**config.mk**
```make
export PLATFORM = sky130hd
export DESIGN_NAME = irq_source_ctrl
export DESIGN_NICKNAME = d
export VERILOG_FILES = /design/src/rtl/irq_source_ctrl.sv
export SDC_FILE = /design/constraint.sdc
export NUM_CORES = 1
export LEC_CHECK = 0
export ABC_AREA = 1
export BUFFER_PORTS_ARGS = -buffer_cell sky130_fd_sc_hd__buf_4
export CORE_MARGIN = 5
export CORE_UTILIZATION = 54
export CTS_CLUSTER_DIAMETER = 200
export DETAILED_ROUTE_END_ITERATION = 10
export GPL_TIMING_DRIVEN = 0
export PLACE_DENSITY = 0.78
export SLEW_MARGIN = 40
export SYNTH_ARGS = -nofsm -noshare
export SYNTH_HDL_FRONTEND = slang
export SYNTH_SLANG_ARGS = --single-unit
```
**constraint.sdc**
```tcl
create_clock -name clk -period 1.7 [get_ports clk]
set_input_delay 0.085 -clock clk [delete_from_list [all_inputs] [get_ports clk]]
set_output_delay 0.085 -clock clk [all_outputs]
set_load 0.05 [all_outputs]
```
**src/rtl/irq_source_ctrl.sv**
```systemverilog
// irq_source_ctrl: interrupt source controller.
// Captures rising edges on eight source lines into a pending register, masks
// them into a registered status vector and sequences a single irq line so that
// status is stable before irq rises and irq honours a minimum low gap.
// Optional build macro: IRQ_SRC_COALESCE_EN adds a WAIT state that delays
// irq assertion by COALESCE_CYCLES so that closely spaced events share a pulse.
module irq_source_ctrl #(
  parameter int unsigned GAP_CYCLES      = 2,
  parameter int unsigned COALESCE_CYCLES = 4
) (
  input  logic       clk,
  input  logic       rst,
  input  logic [7:0] src,
  input  logic       cfg_we,
  input  logic       cfg_re,
  input  logic [1:0] cfg_addr,
  input  logic [7:0] cfg_wdata,
  output logic [7:0] cfg_rdata,
  output logic       irq,
  output logic [7:0] status
);

  // Both counters share one 4-bit register, so loads must fit 1..15.
  if (GAP_CYCLES < 1 || GAP_CYCLES > 15 ||
      COALESCE_CYCLES < 1 || COALESCE_CYCLES > 15) begin : g_bad_param
    $error("irq_source_ctrl: GAP_CYCLES and COALESCE_CYCLES must be 1..15");
  end

  localparam logic [3:0] GAP_LOAD = 4'(GAP_CYCLES);
`ifdef IRQ_SRC_COALESCE_EN
  localparam logic [3:0] COAL_LOAD = 4'(COALESCE_CYCLES);
`endif

  typedef enum logic [1:0] {
    ST_IDLE   = 2'd0,
    ST_ASSERT = 2'd1,
    ST_GAP    = 2'd2,
    ST_WAIT   = 2'd3
  } state_t;

  // Config address map
  localparam logic [1:0] A_PEND = 2'd0;
  localparam logic [1:0] A_MASK = 2'd1;
  localparam logic [1:0] A_CLR  = 2'd2;
  localparam logic [1:0] A_SET  = 2'd3;

  logic [7:0] src_q;
  logic [7:0] pend_q, pend_d;
  logic [7:0] mask_q, mask_d;
  logic [7:0] status_q, status_d;
  logic [7:0] rdata_q, rdata_d;
  logic [7:0] evt;
  logic [7:0] clr_bits;
  logic [7:0] set_bits;

  state_t     state_q;
  logic       irq_q;
  logic [3:0] cnt_q;

  // Edge detect, config decode and next pending/mask/status/readback values
  always_comb begin
    evt      = src & ~src_q;
    clr_bits = '0;
    set_bits = '0;
    mask_d   = mask_q;
    if (cfg_we) begin
      case (cfg_addr)
        A_MASK:  mask_d   = cfg_wdata;
        A_CLR:   clr_bits = cfg_wdata;
        A_SET:   set_bits = cfg_wdata;
        default: ;
      endcase
    end
    // Clear is applied first so a same-cycle event or set on the bit wins.
    pend_d   = (pend_q & ~clr_bits) | evt | set_bits;
    status_d = pend_d & mask_d;

    // Readback samples pre-write register values.
    rdata_d = rdata_q;
    if (cfg_re) begin
      case (cfg_addr)
        A_PEND:  rdata_d = pend_q;
        A_MASK:  rdata_d = mask_q;
        A_CLR:   rdata_d = '0;
        default: rdata_d = status_q;
      endcase
    end
  end

  // Source history, pending, mask, status and readback registers
  always_ff @(posedge clk) begin
    if (rst) begin
      src_q    <= '1;
      pend_q   <= '0;
      mask_q   <= '0;
      status_q <= '0;
      rdata_q  <= '0;
    end else begin
      src_q    <= src;
      pend_q   <= pend_d;
      mask_q   <= mask_d;
      status_q <= status_d;
      rdata_q  <= rdata_d;
    end
  end

  // irq sequencer: decisions are made on registered status so irq always
  // trails a nonzero status by at least one full cycle
  always_ff @(posedge clk) begin
    if (rst) begin
      state_q <= ST_IDLE;
      irq_q   <= 1'b0;
      cnt_q   <= '0;
    end else begin
      case (state_q)
        ST_IDLE: begin
          irq_q <= 1'b0;
          if (status_q != '0) begin
`ifdef IRQ_SRC_COALESCE_EN
            state_q <= ST_WAIT;
            cnt_q   <= COAL_LOAD;
`else
            state_q <= ST_ASSERT;
            irq_q   <= 1'b1;
`endif
          end
        end
`ifdef IRQ_SRC_COALESCE_EN
        ST_WAIT: begin
          irq_q <= 1'b0;
          if (status_q == '0) begin
            state_q <= ST_IDLE;
            cnt_q   <= '0;
          end else if (cnt_q <= 4'd1) begin
            state_q <= ST_ASSERT;
            irq_q   <= 1'b1;
            cnt_q   <= '0;
          end else begin
            cnt_q <= cnt_q - 4'd1;
          end
        end
`endif
        ST_ASSERT: begin
          if (status_q == '0) begin
            state_q <= ST_GAP;
            irq_q   <= 1'b0;
            cnt_q   <= GAP_LOAD;
          end else begin
            irq_q <= 1'b1;
          end
        end
        ST_GAP: begin
          irq_q <= 1'b0;
          // The last gap cycle hands over to IDLE, which re-evaluates status.
          if (cnt_q <= 4'd1) begin
            state_q <= ST_IDLE;
            cnt_q   <= '0;
          end else begin
            cnt_q <= cnt_q - 4'd1;
          end
        end
        default: begin
          state_q <= ST_IDLE;
          irq_q   <= 1'b0;
          cnt_q   <= '0;
        end
      endcase
    end
  end

  assign status    = status_q;
  assign irq       = irq_q;
  assign cfg_rdata = rdata_q;

endmodule

```
; ---- After elaboration in Yosys (flattened, before gate mapping)
; Cells that the tools add are included.
[totals]
in_bits = 22
ff_bits = 47
wordCells = 49
out_inout_bits = 17
[classes]
order_cmp = 1
n_reduce_logical = 6
add_sub_neg = 1
mux = 17
n_eq_ne = 8
bitwise_logic = 8
[ops]
columns = operator, n
row1 = $mux W8, 6
row2 = $and A8 B8 Y8, 3
row3 = $pmux W8 S3, 1
row4 = $not A8 Y8, 2
row5 = $or A8 B8 Y8, 2
row6 = $pmux W4 S3, 1
row7 = $logic_not A8 Y1, 1
row8 = $mux W4, 2
row9 = $reduce_bool A8 Y1, 1
row10 = $eq A2 B2 Y1 const B, 3
row11 = $mux W2, 3
row12 = $ne A2 B2 Y1 const B, 3
row13 = $pmux W2 S3, 1
row14 = $eq A2 B1 Y1 const B, 2
row15 = $le A4 B1 Y1 const B, 1
row16 = $logic_not A2 Y1, 2
row17 = $sub A4 B1 Y4 const B, 1
row18 = $reduce_and A3 Y1, 1
row19 = $mux W1, 2
row20 = $pmux W1 S2, 1
row21 = $reduce_and A2 Y1, 1
row22 = $not A1 Y1, 1

; ---- Longest topological paths before layout
; Gate-level depths: netlist of the first run.
[depth]
ltp_word = 8
depth_mapped = 8
mapped_depth_nobuf = 8

; ---- Worst setup path before layout of the first run
; OpenSTA, ideal clock, no wires.
[synth_timing]
kind = reg-to-reg
from = reg status_q[3] (netlist: status[3])
to = reg cnt_q[1]
n_path_buf = 0
path_slack_ns = 0.376
stages_incl_launch_ff = 7
t_arrival_ns = 1.210
setup_time_ns = 0.114
synth_period_minus_slack_ns = 1.324
required_time_ns = 1.586
path_cell_list = dfxtp_1 > nor2_1 > nand2_1 > o21ai_0 > nand2_1 > a21oi_1 > nor2_1
[synth_via]
elab_chain_len = 3
[synth_rtl]
columns = element, line_no
row1 = from (decl), 50  ; logic [7:0] status_q, status_d;
row2 = from (signal assigned), 102  ; status_q <= status_d;
row3 = $logic_not A8 Y1, 144  ; if (status_q == '0) begin
row4 = $ne A2 B2 Y1 (no line), -
row5 = $reduce_and A2 Y1 (no line), -
row6 = to (signal assigned), 159  ; cnt_q <= cnt_q - 4'd1;
row7 = to (decl), 58  ; logic [3:0] cnt_q;
; No other way between the ends.
; A chain may end at the register's enable or synchronous reset.

; ---- Worst setup path in the final report of the first run
[layout_timing]
from = reg cnt_q[0]
to = reg state_q[0]
[layout_via]
elab_chain_len = 3
[layout_rtl]
columns = element, line_no
row1 = $le A4 B1 Y1, 155  ; if (cnt_q <= 4'd1) begin
row2 = $ne A2 B2 Y1 (no line), -
row3 = $reduce_and A3 Y1 (no line), -
row4 = to (signal assigned), 145  ; state_q <= ST_GAP;
row5 = to (signal assigned), 156  ; state_q <= ST_IDLE;
row6 = to (signal assigned), 163  ; state_q <= ST_IDLE;
row7 = to (decl), 56  ; state_t state_q;
; No other way between the ends.

==> impl_metrics.py, run 1 <==
metrics = {
    "run_status": {
        "outcome": "complete, no violations",
    },
    "global_routing": {
        "grt_max_degree": 14,
        "met2_usage_pct": 32.45,
        "overflow": 0,
        "grt_pass1_vias": 1763,
        "grt_util_all_layers_pct": 19.99,
        "antenna_found_initial": 0,
        "met3_usage_pct": 5.750,
        "busiest_layer": "met2",
        "grt_pass1_wl_mm": 8.107,
        "gr-usage-met1_pct": 25.68,
    },
    "floorplanning": {
        "die_area_um2": 5084,
        "core_um2": 3661,
        "die_h_um": 71.31,
        "start_util_pct": 55.43,
        "io_pins": 39,
        "dieWidth_um": 71.31,
        "rows": 22,
    },
    "critical_path": {
        "cp-end-kind": "flop",
        "cp_data_arrival_time_ns": 1.61,
        "crit_type": "flop to flop",
        "cp_max_fo": 5,
        "critPathRequiredTime_ns": 1.90,
        "cp-start-kind": "flop",
    },
    "cts": {
        "cts_tree": "done",
        "cts_root_buffer": "clkbuf_8",
        "cts_buffers": 5,
        "clkSinkCount": 47,
        "clk_path_buf_depth": 2,
        "clk_pin_slew_worst_paths_ns": 0.08,
        "htree_num_levels": 2,
        "clock_latency_ns": 0.29,
    },
    "power_and_ir_drop": {
        "p_seq_share_pct": 47.3,
        "clkPwrFrac_pct": 23.9,
        "combPwrFrac_pct": 28.8,
        "swShare_pct": 33.37,
        "cellPowerDensity_nw_per_um2": 1044,
        "ir_worst_vdd_mv": 0.7488,
        "power.switching_w": 0.0008825,
        "p_int_w": 0.001762,
        "p_leak_nw": 1.226,
    },
    "synth": {
        "synthCells": 281,
        "synth_fp_nets": 308,
        "ys_ff_latch": 47,
        "avgSynthCellArea_um2": 7.222,
        "synth_edf_count": 0,
        "yosysWarnings": 0,
        "synthFlopType": "dfxtp_1",
        "async_flop_share_pct": 0,
        "synthDistinctLibCells": 25,
        "ys_seq_area_share_pct": 46.36,
        "synthTopCellsByArea": "dfxtp_1, nand2_1, nor2_1, inv_1, nand3_1",
        "synth_top_area_cell": "dfxtp_1",
        "post_synth_instance_area_um2": 2029,
        "synth_top_area_share_pct": 46.36,
    },
    "placement": {
        "dpl_cell_area_um2": 2367,
        "place_congestion": 0.8803,
        "place_inst": 366,
        "dp_hpwl_mm": 3.626,
        "io_buffer_count": 37,
    },
    "detailed_routing": {
        "first_pass_iters": 4,
        "viasPerCell": 5.013,
        "drt-initial-drc-count": 164,
        "wire_per_inst_um": 12.48,
        "drc_errors": 0,
        "postRouteAntennaNets": 0,
        "drt-total-wl_mm": 4.768,
        "via_count": 1915,
    },
    "final_layout": {
        "nets": 360,
        "insertedDiodeCount": 0,
        "final_layout_size_suffix_gt1_share_pct": 16.47,
        "final_cell_mix": "nand2_1, dfxtp_1, buf_4",
        "post-route-util_pct": 69.17,
        "areaGrowthSynthToFinish_pct": 24.78,
        "final_cell_area_um2": 2532,
        "final_common_cell": "nand2_1",
        "final_cells": 382,
    },
    "timing": {
        "worst_pin_slew_ns": 0.5098,
        "setup_viol": 0,
        "min_period_ns": 1.411,
        "fin_worst_hold_slack_ns": 0.06003,
        "finalSetupTns_ns": 0,
        "hold_viol": 0,
        "fmax_mhz": 708.9,
        "min_period_over_period_pct": 82.97,
        "finClkSkew_ns": 0.002904,
        "rsz0062_at_grt": "no",
        "relSlewSlack_pct": 66.01,
        "drv_slew": 0,
    },
    "job": {
        "max-cap-violations": 0,
    },
    "hold_path": {
        "holdCritPathClass": "input port to flop",
    },
}
-- cells by family (layout without fill, tap and decap cells) --
kind of cell    count (synthesis)  in the layout  synth area share (%)
simple gates                  143            143                 29.35
flops                          47             47                 46.36
buf+inv                        47            100                 9.433
compound gates                 37             37                 10.79
fa+ha+maj                       5              5                 3.083
mux                             2              2                0.9865
-- Yosys cell counts, types with 4 or more instances --
| library cell | instances |
|---|---|
| ha_1 | 5 |
| inv_1 | 35 |
| clkbuf_1 | 4 |
| nand2_1 | 71 |
| nor2_1 | 38 |
| a41oi_1 | 8 |
| dfxtp_1 | 47 |
| o21ai_0 | 9 |
| a21oi_1 | 11 |
| o21ai_1 | 7 |
| nand3_1 | 26 |
-- through the flow --
| step | total power [W] | setup WS, ns |
|---|---|---|
| 6_report | 0.002644 | 0.2895 |
| 5_1_grt | 0.002839 | 0.1084 |
| 4_1_cts | 0.002637 | 0.2005 |
| 3_5_place_dp | 0.001999 | 0.2133 |
| 3_3_place_gp | 0.001980 | 0.2519 |
| 2_1_floorplan | 0.001801 | 0.3761 |
-- what timing repair did --
| action | in CTS | in global routing |
|---|---|---|
| resized for setup | 0 | 1 |
| setup endpoints to repair | 0 | 2 |
| hold endpoints to repair | 8 | 0 |
| hold buffers | 8 | 0 |
| buffers inserted | 0 | 0 |
-- metal layers --
metal	part of all wire, %	vias up	wire length [um]
met3	7.3	6	350
met2	47	63	2263
met4	1.2	0	55
met5	0	-	0
li1	-	996	-
met1	44	850	2099
-- worst max-delay path: stages, from the launching register on --
cell and delay (ns):
dfxtp_1 0.36, inv_1 0.10, ha_1 0.24, o21ai_2 0.24, nand2_1 0.12, nand3_1 0.12, nand2_1 0.05, inv_1 0.05
nor2_1 0.04
-- state kept, by name, indices dropped and copies added (netlist names) --
name / flops
src_q: 8
cnt_q: 4
cfg_rdata: 8
status: 8
pend_q: 8
irq: 1
state_q: 2
mask_q: 8
-- final timing paths --
check	from	cells after the start	endpoint	slack, ns
worst min-delay path	rst	3	mask_q[6]$_SDFF_PP0_	0.06
worst min register to register	mask_q[3]$_SDFF_PP0_	2	cfg_rdata[3]$_SDFFE_PP0P_	0.51
worst max register to register	cnt_q[0]$_SDFFE_PP0P_	8	state_q[0]$_SDFFE_PP0P_	0.29
worst max-delay path	cnt_q[0]$_SDFFE_PP0P_	8	state_q[0]$_SDFFE_PP0P_	0.29
-- final cells by class --
type / instances / area, um^2
Buffer: 8 / 40.04
Clock buffer: 7 / 76.32
Clock inverter: 1 / 5.005
Fill cell: 321 / 1129
Inverter: 39 / 151.4
Multi-Input combinational cell: 187 / 900.9
Sequential cell: 47 / 940.9
Tap cell: 48 / 60.06
Timing Repair Buffer: 45 / 357.8
-- power groups by stage --
stage	Sequential, W	Clock (W)	Combinational (W)
finish	0.00125	0.000633	0.000761
global route	0.00126	0.000701	0.000875
CTS	0.00125	0.000642	0.000745
detailed placement	0.00127	0	0.000724
global placement	0.00127	0	0.000710
floorplan	0.00133	0	0.000471
Note: power is estimated with default switching activity, not from simulation.
==> run 2, diff against run 1 <==
--- a/config.mk
+++ b/config.mk
@@ -5,7 +5,7 @@
 export SDC_FILE = /design/constraint.sdc
 export NUM_CORES = 1
 export LEC_CHECK = 0
-export ABC_AREA = 1
+export ABC_AREA = 0
 export BUFFER_PORTS_ARGS = -buffer_cell sky130_fd_sc_hd__buf_4
 export CORE_MARGIN = 5
 export CORE_UTILIZATION = 54
==> constraint.sdc (replaced) <==
create_clock -name clk -period 1.3 [get_ports clk]
set_input_delay 0.065 -clock clk [delete_from_list [all_inputs] [get_ports clk]]
set_output_delay 0.065 -clock clk [all_outputs]
set_load 0.05 [all_outputs]
==> impl_metrics.py, run 2 <==
metrics = {
    "synth": {
        "synthFlopType": "dfxtp_1",
        "synthTopCellsByArea": "dfxtp_1, a21oi_1, nor2_1, mux2_2, nor2b_1",
        "yosys-top-cells-count": "dfxtp_1, nor2_1, a21oi_1",
        "ys_seq_area_share_pct": 46.68,
        "async_flop_share_pct": 0,
        "yosysWarnings": 0,
        "synthDistinctLibCells": 38,
        "synth_fp_nets": 243,
        "synth_top_area_share_pct": 46.68,
        "synth_most_common_cell": "dfxtp_1",
        "synth_top_area_cell": "dfxtp_1",
        "ys_ff_latch": 47,
        "synth_edf_count": 0,
        "avgSynthCellArea_um2": 9.332,
        "post_synth_instance_area_um2": 2016,
        "synthCells": 216,
    },
    "cts": {
        "clkSinkCount": 47,
        "clk_path_buf_depth": 2,
        "clk_pin_slew_worst_paths_ns": 0.09,
        "cts_root_buffer": "clkbuf_8",
        "cts_buffers": 5,
        "cts_tree": "done",
        "clock_latency_ns": 0.30,
        "htree_num_levels": 2,
    },
    "critical_path": {
        "max_stage_delay_ns": 0.59,
        "crit_type": "flop to flop",
        "cp_max_fo": 3,
        "critPathRequiredTime_ns": 1.51,
        "crit_chain": "or4_4 > o21ai_4 > nand4_1 > o31ai_1",
        "cp_data_arrival_time_ns": 1.86,
        "cp-end-kind": "flop",
        "crit_path_top_delay_cell": "or4_4",
        "cp-start-kind": "flop",
    },
    "placement": {
        "dpl_cell_area_um2": 2366,
        "dp_hpwl_mm": 3.416,
        "io_buffer_count": 36,
        "place_inst": 300,
        "place_congestion": 0.8611,
    },
    "final_layout": {
        "insertedDiodeCount": 0,
        "final_cells": 321,
        "regArea_um2": 965.9,
        "final_layout_size_suffix_gt1_share_pct": 36.63,
        "final_common_cell": "buf_4",
        "final_cell_area_um2": 2721,
        "multi_input_area_um2": 1040,
        "areaGrowthSynthToFinish_pct": 35.01,
        "nets": 299,
        "final_cell_mix": "buf_4, dfxtp_1, nor2_1",
        "fillers": 267,
    },
    "power_and_ir_drop": {
        "p_leak_nw": 1.115,
        "swShare_pct": 24.56,
        "power_w": 0.003274,
        "power.switching_w": 0.0008038,
        "ir_worst_vdd_mv": 1.039,
        "p_seq_share_pct": 46.5,
        "p_int_w": 0.002470,
        "combPwrFrac_pct": 15.2,
        "cellPowerDensity_nw_per_um2": 1203,
        "clkPwrFrac_pct": 38.3,
    },
    "global_routing": {
        "overflow": 0,
        "grt_pass1_wl_mm": 8.231,
        "grt_max_degree": 16,
        "grt_pass1_vias": 1821,
        "grt_util_all_layers_pct": 20.32,
        "antenna_found_initial": 0,
    },
    "detailed_routing": {
        "postRouteAntennaNets": 0,
        "viasPerCell": 5.442,
        "via_count": 1747,
        "first_pass_iters": 4,
        "drt-total-wl_mm": 4.837,
        "wire_per_inst_um": 15.07,
        "drt-initial-drc-count": 94,
        "drc_errors": 0,
    },
    "floorplanning": {
        "start_util_pct": 55.48,
        "rows": 22,
        "dieWidth_um": 71.10,
        "die_area_um2": 5055,
        "core_um2": 3633,
        "io_pins": 39,
        "die_h_um": 71.10,
    },
    "hold_path": {
        "holdCritPathClass": "input port to flop",
    },
    "timing": {
        "setup_viol": 7,
        "min_period_over_period_pct": 127.0,
        "hold_viol": 0,
        "relSlewSlack_pct": 67.60,
        "fin_ws_ns": -0.3514,
        "fin_worst_hold_slack_ns": 0.05854,
        "finClkSkew_ns": 0.004813,
        "drv_slew": 0,
        "finalSetupTns_ns": -1.818,
        "worst_pin_slew_ns": 0.4860,
        "fmax_mhz": 605.6,
        "rsz0062_at_grt": "yes",
        "min_period_ns": 1.651,
    },
    "run_status": {
        "failed_checks": "setup timing",
        "outcome": "finished, violations left",
    },
    "job": {
        "max-cap-violations": 0,
    },
}
run 2: per-stage QoR:
step	worst slack, ns	utilization [%]
after floorplan	-0.2928	-
after global placement	-0.3303	65.12
after detailed placement	-0.4134	65.12
after CTS	-0.3131	74.69
after global routing	-0.3810	74.90
final	-0.3514	74.90
run 2: worst paths after layout:
kind / slack [ns] / endpoint / from / cells after the start
setup / recovery: -0.35 / cnt_q[0]$_SDFFE_PP0P_ / status[0]$_SDFF_PP0_ / 4
hold / removal: 0.06 / mask_q[6]$_SDFF_PP0_ / cfg_wdata[6] / 3
setup reg to reg: -0.35 / cnt_q[0]$_SDFFE_PP0P_ / status[0]$_SDFF_PP0_ / 4
hold reg to reg: 0.49 / cfg_rdata[2]$_SDFFE_PP0P_ / cfg_rdata[2]$_SDFFE_PP0P_ / 2
run 2: logic make-up after synthesis:
family / after synthesis / share of synthesized area [%]
compound gates: 65 / 22.53
simple gates: 63 / 16.82
flops: 47 / 46.68
buf+inv: 27 / 5.897
mux: 9 / 4.966
fa+ha+maj: 5 / 3.104
run 2: routing by layer:
layer / vias to the layer above / track usage [%] / wire [um]
met5: - / 0 / 0
met1: 800 / 25.13 / 2117
met4: 0 / 7.724 / 127
met3: 12 / 6.108 / 318
met2: 58 / 33.26 / 2274
li1: 877 / - / -
run 2: area by class of cell:
cell class	instances	share of cell area (%)
clock buffers	5	2.529
inverters	16	2.391
plain buffers	11	2.161
clock inverters	3	2.483
well taps	48	2.207
repair buffers	49	14.53
multi-input cells	142	38.21
flip-flops and latches	47	35.49
run 2: worst max-delay path: cells and delay by family (launching register included):
family | cells | cell delay (ns)
AND/OR/NAND/NOR | 2 | 0.76
AO/OA/AOI/OAI | 2 | 0.44
flip-flops | 1 | 0.35
run 2: timing repair:
action	in CTS	in global routing
endpoints found under the setup margin	7	14
setup buffers	5	0
pin swaps	9	3
hold endpoints to repair	8	0
gates resized for setup	22	3
hold buffers	8	0
run 2: power groups by stage:
stage	sequential, W	combinational (W)	clock [W]
detailed placement	0.00156	0.000432	0
global placement	0.00156	0.000424	0
global route	0.00153	0.000542	0.00130
CTS	0.00152	0.000488	0.00126
floorplan	0.00162	0.000228	0
finish	0.00152	0.000497	0.00125
